File: config.mk
export PLATFORM = sky130hd
export DESIGN_NAME = updown_mod_counter
export DESIGN_NICKNAME = d
export VERILOG_FILES = /design/src/rtl/updown_mod_counter.sv
export SDC_FILE = /design/constraint.sdc
export NUM_CORES = 1
export LEC_CHECK = 0
export CORE_AREA = 2 2 39 41
export CTS_CLUSTER_SIZE = 20
export DETAILED_ROUTE_END_ITERATION = 10
export DIE_AREA = 0 0 41 43
export MAX_ROUTING_LAYER = met4
export PLACE_DENSITY = 0.8
export SYNTH_ARGS = -nofsm -noshare
export SYNTH_HDL_FRONTEND = slang
export SYNTH_SLANG_ARGS = --single-unit
File: constraint.sdc
create_clock -name clk -period 2.7 [get_ports clk]
set_input_delay 0.54 -clock clk [delete_from_list [all_inputs] [get_ports clk]]
set_output_delay 0.54 -clock clk [all_outputs]
set_load 0.02 [all_outputs]
File: src/rtl/updown_mod_counter.sv
`default_nettype none
// ============================================================================
// Module      : updown_mod_counter
// Description : Modulo-MOD_VAL up/down counter with enable, clamped parallel
//               load and wrap / saturate / one-shot terminal-count modes.
// Revision    : 1.0 - initial release
// ============================================================================
module updown_mod_counter #(
    parameter int WIDTH   = 4,
    parameter int MOD_VAL = 16,
    parameter int RST_VAL = MOD_VAL - 1
) (
    input  logic             clk,
    input  logic             rst,
    input  logic             en,
    input  logic             up_dn,
    input  logic [1:0]       mode,
    input  logic             load,
    input  logic [WIDTH-1:0] load_val,
    output logic [WIDTH-1:0] count,
    output logic             tc,
    output logic             wrap,
    output logic             done
);

    localparam logic [WIDTH-1:0] c_max_val = WIDTH'(MOD_VAL - 1);
    localparam logic [WIDTH-1:0] c_rst_val = WIDTH'(RST_VAL);
    localparam logic [1:0]       c_mode_sat   = 2'b01;
    localparam logic [1:0]       c_mode_oneshot = 2'b10;

    typedef enum logic [0:0] {
        ST_RUN  = 1'b0,
        ST_HALT = 1'b1
    } state_t;

    state_t           r_state;
    state_t           w_state_nxt;
    logic [WIDTH-1:0] r_count;
    logic [WIDTH-1:0] w_count_nxt;
    logic             r_wrap;
    logic             w_wrap_nxt;
    logic             r_done;
    logic             w_done_nxt;
    logic [WIDTH-1:0] w_terminal;
    logic             w_at_term;
    logic             w_load_ovf;

    assign w_terminal = up_dn ? c_max_val : '0;
    assign w_at_term  = (r_count == w_terminal);
    // One extra bit so the clamp compare also works when MOD_VAL == 2**WIDTH.
    assign w_load_ovf = ({1'b0, load_val} > {1'b0, c_max_val});

    always_comb begin
        w_state_nxt = r_state;
        w_count_nxt = r_count;
        w_wrap_nxt  = 1'b0;
        w_done_nxt  = r_done;
        if (load) begin
            w_count_nxt = w_load_ovf ? c_max_val : load_val;
            w_done_nxt  = 1'b0;
            w_state_nxt = ST_RUN;
        end else if (en && (r_state == ST_RUN)) begin
            if (!w_at_term) begin
                w_count_nxt = up_dn ? (r_count + WIDTH'(1)) : (r_count - WIDTH'(1));
            end else begin
                case (mode)
                    c_mode_sat: begin
                        w_count_nxt = r_count;
                    end
                    c_mode_oneshot: begin
                        w_state_nxt = ST_HALT;
                        w_done_nxt  = 1'b1;
                    end
                    default: begin
                        w_count_nxt = up_dn ? '0 : c_max_val;
                        w_wrap_nxt  = 1'b1;
                    end
                endcase
            end
        end
    end

    always_ff @(posedge clk) begin
        if (rst) begin
            r_state <= ST_RUN;
            r_count <= c_rst_val;
            r_wrap  <= 1'b0;
            r_done  <= 1'b0;
        end else begin
            r_state <= w_state_nxt;
            r_count <= w_count_nxt;
            r_wrap  <= w_wrap_nxt;
            r_done  <= w_done_nxt;
        end
    end

    assign count = r_count;
    assign tc    = w_at_term;
    assign wrap  = r_wrap;
    assign done  = r_done;

endmodule
`default_nettype wire

==> impl_metrics.xml <==
<?xml version="1.0" encoding="UTF-8"?>
<metrics>
  <group name="outcome">
    <metric name="result_of_the_run" unit="">complete, no violations</metric>
  </group>
  <group name="synth">
    <metric name="postSynthCellCount" unit="">68</metric>
    <metric name="synth.lib_cells_used.distinct" unit="">37</metric>
    <metric name="postSynthNetCount" unit="">83</metric>
    <metric name="synth.yosys.warnings" unit="">0</metric>
    <metric name="register_bit_count_reported_by_yosys" unit="">6</metric>
    <metric name="syn-cell-area" unit="um2">556.8</metric>
    <metric name="syn_avg_cell_area" unit="um2">8.188</metric>
    <metric name="synth-seq-area-share" unit="">0.2157</metric>
  </group>
  <group name="clocking">
    <metric name="clock-root-buffer" unit="">sky130_fd_sc_hd__clkbuf_4</metric>
    <metric name="number_of_cts_inserted_buffers" unit="">3</metric>
    <metric name="ctsHtreeMaxLevel" unit="">1</metric>
    <metric name="tritoncts_num_sinks" unit="">6</metric>
    <metric name="clk_path_buf_depth" unit="">2</metric>
    <metric name="clk_transition_reported_paths" unit="ns">0.05</metric>
    <metric name="tritoncts" unit="">yes</metric>
    <metric name="cts.repair_timing.setup_buffer_count" unit="">0</metric>
    <metric name="insertion_delay" unit="ns">0.26</metric>
  </group>
  <group name="global_route">
    <metric name="grt-ovfl-total" unit="">0</metric>
    <metric name="wire_length_of_the_first_global_routing_pass" unit="mm">2.359</metric>
    <metric name="first_global_vias" unit="">569</metric>
    <metric name="globalRouteTotalUtil" unit="">0.2021</metric>
    <metric name="antenna_found_initial" unit="">0</metric>
    <metric name="grt_max_degree" unit="">14</metric>
  </group>
  <group name="detailed_routing">
    <metric name="antenna_violating_nets_post_route" unit="">0</metric>
    <metric name="drc_errors" unit="">0</metric>
    <metric name="highest-signal-layer" unit="">met4</metric>
    <metric name="met1Wirelength" unit="um">636</metric>
    <metric name="drt_iter0_drc" unit="">13</metric>
    <metric name="route.vias.total" unit="">627</metric>
    <metric name="met2_wirelength" unit="um">721</metric>
    <metric name="detail_route.wl_per_cell" unit="um">14.00</metric>
    <metric name="vias_per_cell" unit="">5.860</metric>
    <metric name="wirelength" unit="mm">1.498</metric>
    <metric name="dr_wl_met3" unit="um">102</metric>
    <metric name="detailedRoute.firstPassIterationCount" unit="">5</metric>
  </group>
  <group name="floorplan">
    <metric name="starting_density_of_the_core" unit="">0.4024</metric>
    <metric name="dieHeight" unit="um">43</metric>
    <metric name="placementRows" unit="">14</metric>
    <metric name="design.die.area" unit="mm2">0.001763</metric>
    <metric name="core_region_area" unit="mm2">0.001384</metric>
    <metric name="chipWidth" unit="um">41</metric>
    <metric name="floorplan.io_pins" unit="">18</metric>
  </group>
  <group name="timing">
    <metric name="hold_ws" unit="ns">0.5110</metric>
    <metric name="max_freq" unit="GHz">0.3880</metric>
    <metric name="finalCriticalPeriod" unit="ns">2.577</metric>
    <metric name="max_slew_violation_total_from_the_final_report" unit="">0</metric>
    <metric name="timing.max_slew.rel_slack" unit="">0.7075</metric>
    <metric name="fin_setup_tns" unit="ns">0</metric>
    <metric name="post-route-worst-setup-slack" unit="ns">0.1225</metric>
    <metric name="worst-slew-pin-transition" unit="ns">0.4382</metric>
    <metric name="timing_hold_violations_final" unit="">0</metric>
    <metric name="setup_viol" unit="">0</metric>
    <metric name="fin_skew" unit="ns">0.004614</metric>
    <metric name="rsz_0062_raised_after_global_routing" unit="">false</metric>
    <metric name="period_utilization_post_route" unit="">0.9546</metric>
  </group>
  <group name="hold_path">
    <metric name="hold_class" unit="">reg -&gt; reg</metric>
    <metric name="min_path_cells" unit="">2</metric>
    <metric name="hold_start" unit="">done</metric>
    <metric name="hold_path_end" unit="">done</metric>
  </group>
  <group name="critical_path">
    <metric name="crit-reg2reg-launch" unit="">count[0]</metric>
    <metric name="critical_path.cell_chain" unit="">clkdlybuf4s50_1 &gt; inv_1 &gt; ha_1 &gt; nand2_1 &gt; a21oi_1 &gt; dlygate4sd2_1</metric>
    <metric name="crit_path_top_delay_cell" unit="">sky130_fd_sc_hd__clkdlybuf4s50_1</metric>
    <metric name="worst-r2r-setup-slack" unit="ns">0.76</metric>
    <metric name="timing.critical_path.from_type" unit="">input port</metric>
    <metric name="setup.worst_path.class" unit="">in -&gt; out</metric>
    <metric name="setup.worst_path.end_class" unit="">output port</metric>
    <metric name="cp_data_required_time" unit="ns">2.16</metric>
    <metric name="timing.critical_path.slowest_cell_delay" unit="ns">0.50</metric>
    <metric name="critical_path.reg2reg.endpoint" unit="">count[1]</metric>
    <metric name="cell_type_group_with_the_largest_total_delay_on_the_critical_path" unit="">buffers and inverters</metric>
    <metric name="timing.reg2reg.worst_path_depth" unit="">4</metric>
    <metric name="cp.arrival" unit="ns">2.04</metric>
    <metric name="critPathBufInv" unit="">3</metric>
    <metric name="timing.critical_path.fanout_max" unit="">3</metric>
  </group>
  <group name="place">
    <metric name="detailed_place.area" unit="um2">783.3</metric>
    <metric name="hpwlAfterDp" unit="mm">1.200</metric>
    <metric name="place.port_buffers" unit="">17</metric>
    <metric name="worst_slack_placed" unit="ns">-0.1524</metric>
    <metric name="routabilityCongestion" unit="">0.7992</metric>
  </group>
  <group name="layout">
    <metric name="diodes" unit="">0</metric>
    <metric name="utilization" unit="">0.5814</metric>
    <metric name="postLayoutCellArea" unit="um2">804.5</metric>
    <metric name="drive_gt1_frac" unit="">0.1868</metric>
    <metric name="syn_to_final_growth" unit="%">44.49</metric>
    <metric name="nets" unit="">108</metric>
  </group>
  <group name="power_and_ir_drop">
    <metric name="vdd_drop_max" unit="mV">0.3006</metric>
    <metric name="power_leakage" unit="nW">0.3076</metric>
    <metric name="power.density_cell_area" unit="mW/mm2">433.7</metric>
  </group>
  <group name="job">
    <metric name="number_of_maximum_capacitance_violations" unit="">0</metric>
  </group>
</metrics>
how the worst max path moves through the flow:
stage,start,to,cells after the start
3_5_place_dp,up_dn,tc,6
3_3_place_gp,up_dn,tc,6
4_1_cts,up_dn,tc,6
2_1_floorplan,up_dn,tc,6
5_1_grt,up_dn,tc,6
6_report,up_dn,tc,6
routing by layer:
| layer | track usage | up-vias |
|---|---|---|
| li1 | - | 307 |
| met1 | 0.2395 | 288 |
| met2 | 0.2969 | 27 |
| met3 | 0.06283 | 5 |
| met4 | 0.1000 | 0 |
| met5 | - | - |
synth_stat cells:
library cell	n	share of area
sky130_fd_sc_hd__nor3b_1	3	0.040
sky130_fd_sc_hd__o21a_1	1	0.013
sky130_fd_sc_hd__a31oi_1	1	0.011
sky130_fd_sc_hd__a2111oi_0	2	0.031
sky130_fd_sc_hd__or4_1	1	0.013
sky130_fd_sc_hd__and3_1	1	0.011
sky130_fd_sc_hd__a21bo_2	1	0.018
sky130_fd_sc_hd__xnor2_1	1	0.016
sky130_fd_sc_hd__fa_1	1	0.036
sky130_fd_sc_hd__and4b_1	1	0.018
sky130_fd_sc_hd__or3b_1	1	0.016
sky130_fd_sc_hd__and2_1	1	0.011
sky130_fd_sc_hd__nor4_1	2	0.022
sky130_fd_sc_hd__o211ai_1	1	0.013
sky130_fd_sc_hd__a21oi_1	4	0.036
sky130_fd_sc_hd__nor2b_1	1	0.011
sky130_fd_sc_hd__a211oi_2	1	0.022
sky130_fd_sc_hd__nand4_1	1	0.011
sky130_fd_sc_hd__nor2_1	3	0.020
sky130_fd_sc_hd__or2_2	2	0.022
sky130_fd_sc_hd__nand2_1	2	0.013
sky130_fd_sc_hd__clkbuf_2	1	0.0090
sky130_fd_sc_hd__a221oi_1	2	0.031
sky130_fd_sc_hd__a21o_1	1	0.013
sky130_fd_sc_hd__o21ai_0	3	0.027
sky130_fd_sc_hd__clkbuf_1	1	0.0067
sky130_fd_sc_hd__or3_4	1	0.020
sky130_fd_sc_hd__nor3_1	4	0.036
sky130_fd_sc_hd__a211oi_4	1	0.036
sky130_fd_sc_hd__o31ai_1	1	0.013
sky130_fd_sc_hd__ha_1	3	0.067
sky130_fd_sc_hd__dfxtp_1	6	0.22
sky130_fd_sc_hd__nand2b_1	2	0.022
sky130_fd_sc_hd__buf_2	3	0.027
sky130_fd_sc_hd__nand3_1	2	0.018
sky130_fd_sc_hd__inv_1	3	0.020
sky130_fd_sc_hd__a211oi_1	2	0.027
logic make-up after synthesis:
kind of cell | after synthesis | share of synthesized area
AOI/OAI and AO/OA | 21 | 0.2944
and+or+nand+nor | 28 | 0.3079
xor gates and xnor gates | 1 | 0.01573
adders and majority gates | 4 | 0.1034
DFF | 6 | 0.2157
buffers and inverters | 8 | 0.06290
flip-flops by register name, indices dropped and copies added (netlist names):
name   cells
count      4
done       1
wrap       1
worst min-delay path: stages, from the launching register on:
cell,delay (ns)
sky130_fd_sc_hd__dfxtp_1,0.34
sky130_fd_sc_hd__a31oi_1,0.06
sky130_fd_sc_hd__nor2_1,0.07
timing repair:
| action | 4_1_cts | 5_1_grt |
|---|---|---|
| gates resized for setup | 1 | 0 |
| endpoints found under the setup margin | 1 | 0 |
| hold buffers | 0 | 0 |
where the power goes:
group	total [mW]	internal [mW]	leakage, nW	switching [mW]
clock network	0.0914	0.0508	0.0138	0.0406
registers	0.107	0.0953	0.0495	0.0115
logic	0.151	0.0785	0.244	0.0722
layout by cell type (no fill, tap or decap), types with 2 or more instances in the layout:
| master | count |
|---|---|
| sky130_fd_sc_hd__a211oi_1 | 2 |
| sky130_fd_sc_hd__a2111oi_0 | 2 |
| sky130_fd_sc_hd__ha_1 | 3 |
| sky130_fd_sc_hd__nor3b_1 | 3 |
| sky130_fd_sc_hd__a221oi_1 | 2 |
| sky130_fd_sc_hd__nor3_1 | 4 |
| sky130_fd_sc_hd__nand2b_1 | 2 |
| sky130_fd_sc_hd__dfxtp_1 | 6 |
| sky130_fd_sc_hd__o21ai_0 | 3 |
| sky130_fd_sc_hd__a21oi_1 | 4 |
| sky130_fd_sc_hd__nor2_1 | 3 |
| sky130_fd_sc_hd__or2_2 | 2 |
| sky130_fd_sc_hd__clkdlybuf4s50_1 | 16 |
| sky130_fd_sc_hd__clkbuf_4 | 3 |
| sky130_fd_sc_hd__nand3_1 | 2 |
| sky130_fd_sc_hd__inv_1 | 3 |
| sky130_fd_sc_hd__nor4_1 | 2 |
| sky130_fd_sc_hd__nand2_1 | 2 |
| sky130_fd_sc_hd__buf_4 | 8 |
metrics by stage:
stage               total power, mW  std cells
floorplan                    0.1968         68
global placement             0.2539        104
detailed placement           0.2586        104
CTS                          0.3509        107
global route                 0.3666        107
finish                       0.3489        107
final cells by class:
cell class | count | area [um2]
Fill cell | 128 | 579.3
Multi-Input combinational cell | 54 | 401.6
Timing Repair Buffer | 25 | 229.0
Sequential cell | 6 | 120.1
Clock buffer | 3 | 22.52
Tap cell | 16 | 20.02
Inverter | 3 | 11.26
Power figures use the tool's default switching activity.
